File: config.mk
export PLATFORM = sky130hd
export DESIGN_NAME = serial_add_host_flat
export DESIGN_NICKNAME = d
export VERILOG_FILES = /design/src/rtl/serial_add_host_if.sv /design/src/rtl/serial_add_host.sv /design/src/flat_wrapper.sv
export SDC_FILE = /design/constraint.sdc
export NUM_CORES = 1
export LEC_CHECK = 0
export CAP_MARGIN = 40
export CORE_ASPECT_RATIO = 0.75
export CORE_UTILIZATION = 40
export CTS_CLUSTER_DIAMETER = 150
export DETAILED_ROUTE_END_ITERATION = 16
export RECOVER_POWER = 50
export SLEW_MARGIN = 20
export SYNTH_ARGS = -nofsm -noshare
export SYNTH_HDL_FRONTEND = slang
export SYNTH_SLANG_ARGS = --single-unit
File: constraint.sdc
create_clock -name clk -period 1.9 [get_ports clk]
set_input_delay 0.38 -clock clk [delete_from_list [all_inputs] [get_ports clk]]
set_output_delay 0.38 -clock clk [all_outputs]
set_load 0.05 [all_outputs]
File: src/rtl/serial_add_host_if.sv
// Bundle between the host controller and its environment: the operand/result
// handshake plus the serial adder link (a, b, adder_reset out; s back in).
interface serial_add_host_if #(
  parameter int unsigned WIDTH = 4
) ();
  logic             start;
  logic [WIDTH-1:0] op_a;
  logic [WIDTH-1:0] op_b;
  logic             a;
  logic             b;
  logic             adder_reset;
  logic             s;
  logic             busy;
  logic             done;
  logic [WIDTH:0]   sum;

  // The requester side also owns the serial adder, so it drives s.
  modport master (
    output start, op_a, op_b, s,
    input  a, b, adder_reset, busy, done, sum
  );

  modport slave (
    input  start, op_a, op_b, s,
    output a, b, adder_reset, busy, done, sum
  );
endinterface

File: src/rtl/serial_add_host.sv
// Host controller for a bit-serial adder: streams two WIDTH-bit operands LSB
// first, collects the serial sum plus carry-out, reports it with a done pulse.
module serial_add_host #(
  parameter int unsigned WIDTH = 4
) (
  input logic              clk,
  input logic              reset,
  serial_add_host_if.slave bus
);

  localparam int unsigned CntW = $clog2(WIDTH + 1);
  localparam logic [CntW-1:0] LastCnt = CntW'(WIDTH);

  typedef enum logic [1:0] {StIdle, StClear, StShift, StDone} state_e;

  state_e           state_q;
  logic [CntW-1:0]  cnt_q;
  logic [WIDTH-1:0] sa_q;
  logic [WIDTH-1:0] sb_q;
  logic [WIDTH:0]   res_q;
  logic [WIDTH:0]   sum_q;
  logic             a_q;
  logic             b_q;
  logic             clr_q;
  logic             busy_q;
  logic             done_q;

  // Sequencer: all outputs are registered so each reflects the state it belongs to.
  always_ff @(posedge clk) begin
    if (reset) begin
      state_q <= StIdle;
      cnt_q   <= '0;
      sa_q    <= '0;
      sb_q    <= '0;
      res_q   <= '0;
      sum_q   <= '0;
      a_q     <= 1'b0;
      b_q     <= 1'b0;
      clr_q   <= 1'b0;
      busy_q  <= 1'b0;
      done_q  <= 1'b0;
    end else begin
      done_q <= 1'b0;
      unique case (state_q)
        StIdle: begin
          a_q <= 1'b0;
          b_q <= 1'b0;
          if (bus.start) begin
            sa_q    <= bus.op_a;
            sb_q    <= bus.op_b;
            clr_q   <= 1'b1;
            busy_q  <= 1'b1;
            state_q <= StClear;
          end
        end
        StClear: begin
          // Present bit 0 for the first shift cycle.
          clr_q   <= 1'b0;
          cnt_q   <= '0;
          res_q   <= '0;
          a_q     <= sa_q[0];
          b_q     <= sb_q[0];
          sa_q    <= sa_q >> 1;
          sb_q    <= sb_q >> 1;
          state_q <= StShift;
        end
        StShift: begin
          // Zeros shift in behind the operands, so cycle WIDTH sees a=b=0
          // and s is the carry-out.
          res_q <= {bus.s, res_q[WIDTH:1]};
          a_q   <= sa_q[0];
          b_q   <= sb_q[0];
          sa_q  <= sa_q >> 1;
          sb_q  <= sb_q >> 1;
          cnt_q <= cnt_q + CntW'(1);
          if (cnt_q == LastCnt) begin
            // Final capture goes straight to sum so it is valid with done.
            sum_q   <= {bus.s, res_q[WIDTH:1]};
            done_q  <= 1'b1;
            a_q     <= 1'b0;
            b_q     <= 1'b0;
            state_q <= StDone;
          end
        end
        StDone: begin
          busy_q  <= 1'b0;
          state_q <= StIdle;
        end
        default: state_q <= StIdle;
      endcase
    end
  end

  assign bus.a           = a_q;
  assign bus.b           = b_q;
  // Reset input is ORed in so the adder carry clears on the same edge as we do.
  assign bus.adder_reset = clr_q | reset;
  assign bus.busy        = busy_q;
  assign bus.done        = done_q;
  assign bus.sum         = sum_q;

endmodule

File: src/flat_wrapper.sv
// flat-port wrapper written by rule: the top's interface ports become plain ports
module serial_add_host_flat 
#(
  parameter int unsigned WIDTH = 4
)
  (clk, reset, bus_start, bus_op_a, bus_op_b, bus_s, bus_a, bus_b, bus_adder_reset, bus_busy, bus_done, bus_sum);
  serial_add_host_if #(.WIDTH(WIDTH)) bus_i ();
  input logic clk;
  input logic reset;
  input wire logic [$bits(bus_i.start)-1:0] bus_start;
  input wire logic [$bits(bus_i.op_a)-1:0] bus_op_a;
  input wire logic [$bits(bus_i.op_b)-1:0] bus_op_b;
  input wire logic [$bits(bus_i.s)-1:0] bus_s;
  output wire logic [$bits(bus_i.a)-1:0] bus_a;
  output wire logic [$bits(bus_i.b)-1:0] bus_b;
  output wire logic [$bits(bus_i.adder_reset)-1:0] bus_adder_reset;
  output wire logic [$bits(bus_i.busy)-1:0] bus_busy;
  output wire logic [$bits(bus_i.done)-1:0] bus_done;
  output wire logic [$bits(bus_i.sum)-1:0] bus_sum;
  assign bus_i.start = bus_start;
  assign bus_i.op_a = bus_op_a;
  assign bus_i.op_b = bus_op_b;
  assign bus_i.s = bus_s;
  assign bus_a = bus_i.a;
  assign bus_b = bus_i.b;
  assign bus_adder_reset = bus_i.adder_reset;
  assign bus_busy = bus_i.busy;
  assign bus_done = bus_i.done;
  assign bus_sum = bus_i.sum;
  serial_add_host #(.WIDTH(WIDTH)) u_core (.clk(clk), .reset(reset), .bus(bus_i));
endmodule
==> metrics.txt <==
status=finished, final reports clean; max_cap viols=0; Critical R2R Launch=u_core.state_q[0]; Hold Crit Class=flop to flop; most common cell in the synthesized netlist=dfxtp_1; Distinct cells, synth=30; critical path class=input port to output pin; Final Instance Count excl. Fillers=193; CP Buf/Inv Count=2; number of setup violations in the final report=0; top cells by count, synth=dfxtp_1, nor2_1, mux2i_1; grt met2 use=23.74%; Ports=22; routed wire length=2297 µm; Largest stage delay, worst path=0.58 ns; Compound-Gate Fraction of Synth Area=17.05%; final worst slack=0.08424 ns; largest family of logic cells by synthesized area=compound AO/OA/AOI/OAI gates; RD Place Congestion=0.7956; Reg area=540.5 µm²; Worst VDD drop=0.6065 mV; Seq cells post-synth=27; gr busiest metal=met2; fmax=550.7 MHz; Nets=175; post-route setup TNS=0 ns; RSZ-0062 raised after global routing=no; synth-to-layout area growth=21.51%; Fin Hold WS=0.4706 ns; core area=2978 µm²; Worst Path Max Fanout=2; area of the multi-input gates=635.6 µm²; hold path cells=2; Final Util=51.51%; register area share after synthesis=42.81%; mux contribution to synthesized area=9.911%; Placed Instance Area=1505 µm²; Net Count, Synth=152; Die W=66.87 µm; critical path arrival=1.44 ns; Final Cycle Share=95.57%; H-Tree Depth=1; IO Port Bufs=21; global-route wire length before repair=4022 µm; Leak=0.6061 nW; die height=50.66 µm; Post-CTS Repair Setup Buffers=0; Remaining DRCs=0; vias in the first global route=895; final-report hold violation count=0; worst-margin pin slew=0.5912 ns; Critical-path top delay cell=dlygate4sd3_1; initial antenna violation count=0; Gate Count Post-Synth=133; post-synthesis simple-gate area fraction=16.85%; Num CTS Buffers=3; Worst R2R Setup Slack=0.22 ns; largest area contributor in the synthesized netlist=dfxtp_1; Antenna Nets Post-Route=0; worst reg2reg path endpoint=u_core.sb_q[0]; initial DRC count=52; Worst Skew=0.005776 ns; most common flop cell mapped by yosys=dfxtp_1; fillers=286; worst reg-to-reg path cell count=5; DR vias=951; required time of the critical path=1.52 ns; Slew Limit Fails=0; Post-Syn Area=1262 µm²; die area=3387 µm²; antenna diode count=0; grt met3 use=4.773%; WL per Instance=11.90 µm; Startpoint Class=input port; Yosys top cell area share=42.81%; Synth async-reset ratio=0%; worst relative slew slack=60.76%; Post-CTS Resized=0; XOR/XNOR Fraction of Synth Area=0%; Syn Area/Cell=9.492 µm²; Adder-Cell Fraction of Synth Area=6.938%; # rows=17; Synth Warn #=0; Pre-antenna DRT Iters=2; met1 Use GR=22.50%; worst hold endpoint=u_core.bus.b; dpl ws=0.2063 ns; CP Capture Type=output pin; Inst Count DP=189; Pwr Total=2.104 mW; gr usage total=15.92%; CTS tree=yes; Clk Latency, worst-skew pair=0.27 ns; GR Overflow Total=0; Post-synth EDFFs=0; PD cells=1372 nW/µm²; Tmin final=1.816 ns; HPWL Detailed=1662 µm; initial core utilization=42.39%; hold_buf cts=0; Final Instance Area=1534 µm²; detail-routed via count per cell=4.927; crit-path cells=dlygate4sd3_1, or2_2, buf_12; hold_sp=u_core.bus.b; share of cells above drive strength 1=12.26%; delay-heaviest family, CP=buffers and inverters; pin count of the biggest net entering global routing=32; Max Root-Sink Buffers=2; clk root buf=clkbuf_8; clk sink count=27; largest cells by area after synthesis=dfxtp_1, mux2i_1, ha_1; Worst-path clk slew=0.08 ns
-- layout by cell type (no fill, tap or decap), types with 2 or more instances in the layout --
cell type and count:
dfxtp_1 27, clkdlybuf4s50_1 16, nor2_1 13, mux2i_1 11
a21oi_1 10, nand3_1 9, nand2_1 8, inv_1 7
ha_1 7, a211oi_2 6, o21ai_0 5, buf_4 5
nor2b_1 4, clkbuf_1 4, clkbuf_8 3, and2b_2 2
a31oi_1 2, nand3b_1 2, o31ai_1 2
-- layout make-up --
| class | instances | area share (%) |
|---|---|---|
| Multi-Input combinational cell | 91 | 41.44 |
| Sequential cell | 27 | 35.24 |
| Inverter | 7 | 1.713 |
| Clock buffer | 4 | 2.936 |
| Tap cell | 38 | 3.100 |
| Timing Repair Buffer | 26 | 15.58 |
-- power breakdown --
part / switching, mW / internal (mW) / total, mW
clock network: 0.167 / 0.150 / 0.317
logic: 0.573 / 0.445 / 1.02
registers: 0.0809 / 0.688 / 0.769
total: 0.821 / 1.28 / 2.10
-- state kept, by name, summed over array words and instances, names as in the netlist --
signal and flops:
u_core.sa_q 4, u_core.sb_q 4, u_core.bus.done 1, u_core.res_q 4
u_core.bus.b 1, u_core.clr_q 1, u_core.bus.sum 5, u_core.cnt_q 3
u_core.state_q 2, u_core.bus.busy 1, u_core.bus.a 1
-- layer usage --
metal | part of all wire (%) | up-vias
met3 | 4.0 | 2
li1 | - | 509
met5 | 0 | -
met2 | 40 | 15
met1 | 56 | 425
met4 | 0.52 | 0
-- cells by family after synthesis --
group           Yosys count
buf+inv                  15
compound gates           30
mux                      12
simple gates             42
flops                    27
fa+ha+maj                 7
-- how the worst max path moves through the flow --
stage / from / to / slack [ns] / cells after the start
after floorplan: u_core.state_q[0] / u_core.sa_q[1] / 0.33 / 7
after global routing: u_core.bus.busy / bus_busy / 0.07 / 1
after CTS: u_core.bus.sum[1] / bus_sum[1] / 0.10 / 1
after detailed placement: reset / bus_adder_reset / 0.21 / 3
after global placement: reset / bus_adder_reset / 0.20 / 3
final: reset / bus_adder_reset / 0.08 / 3
-- worst min-delay path: cells and delay by family, from the launching register on --
family,cells,cell delay [ns]
simple gates,1,0.06
compound gates,1,0.05
flops,1,0.32
(Power assumes the default switching activity.)
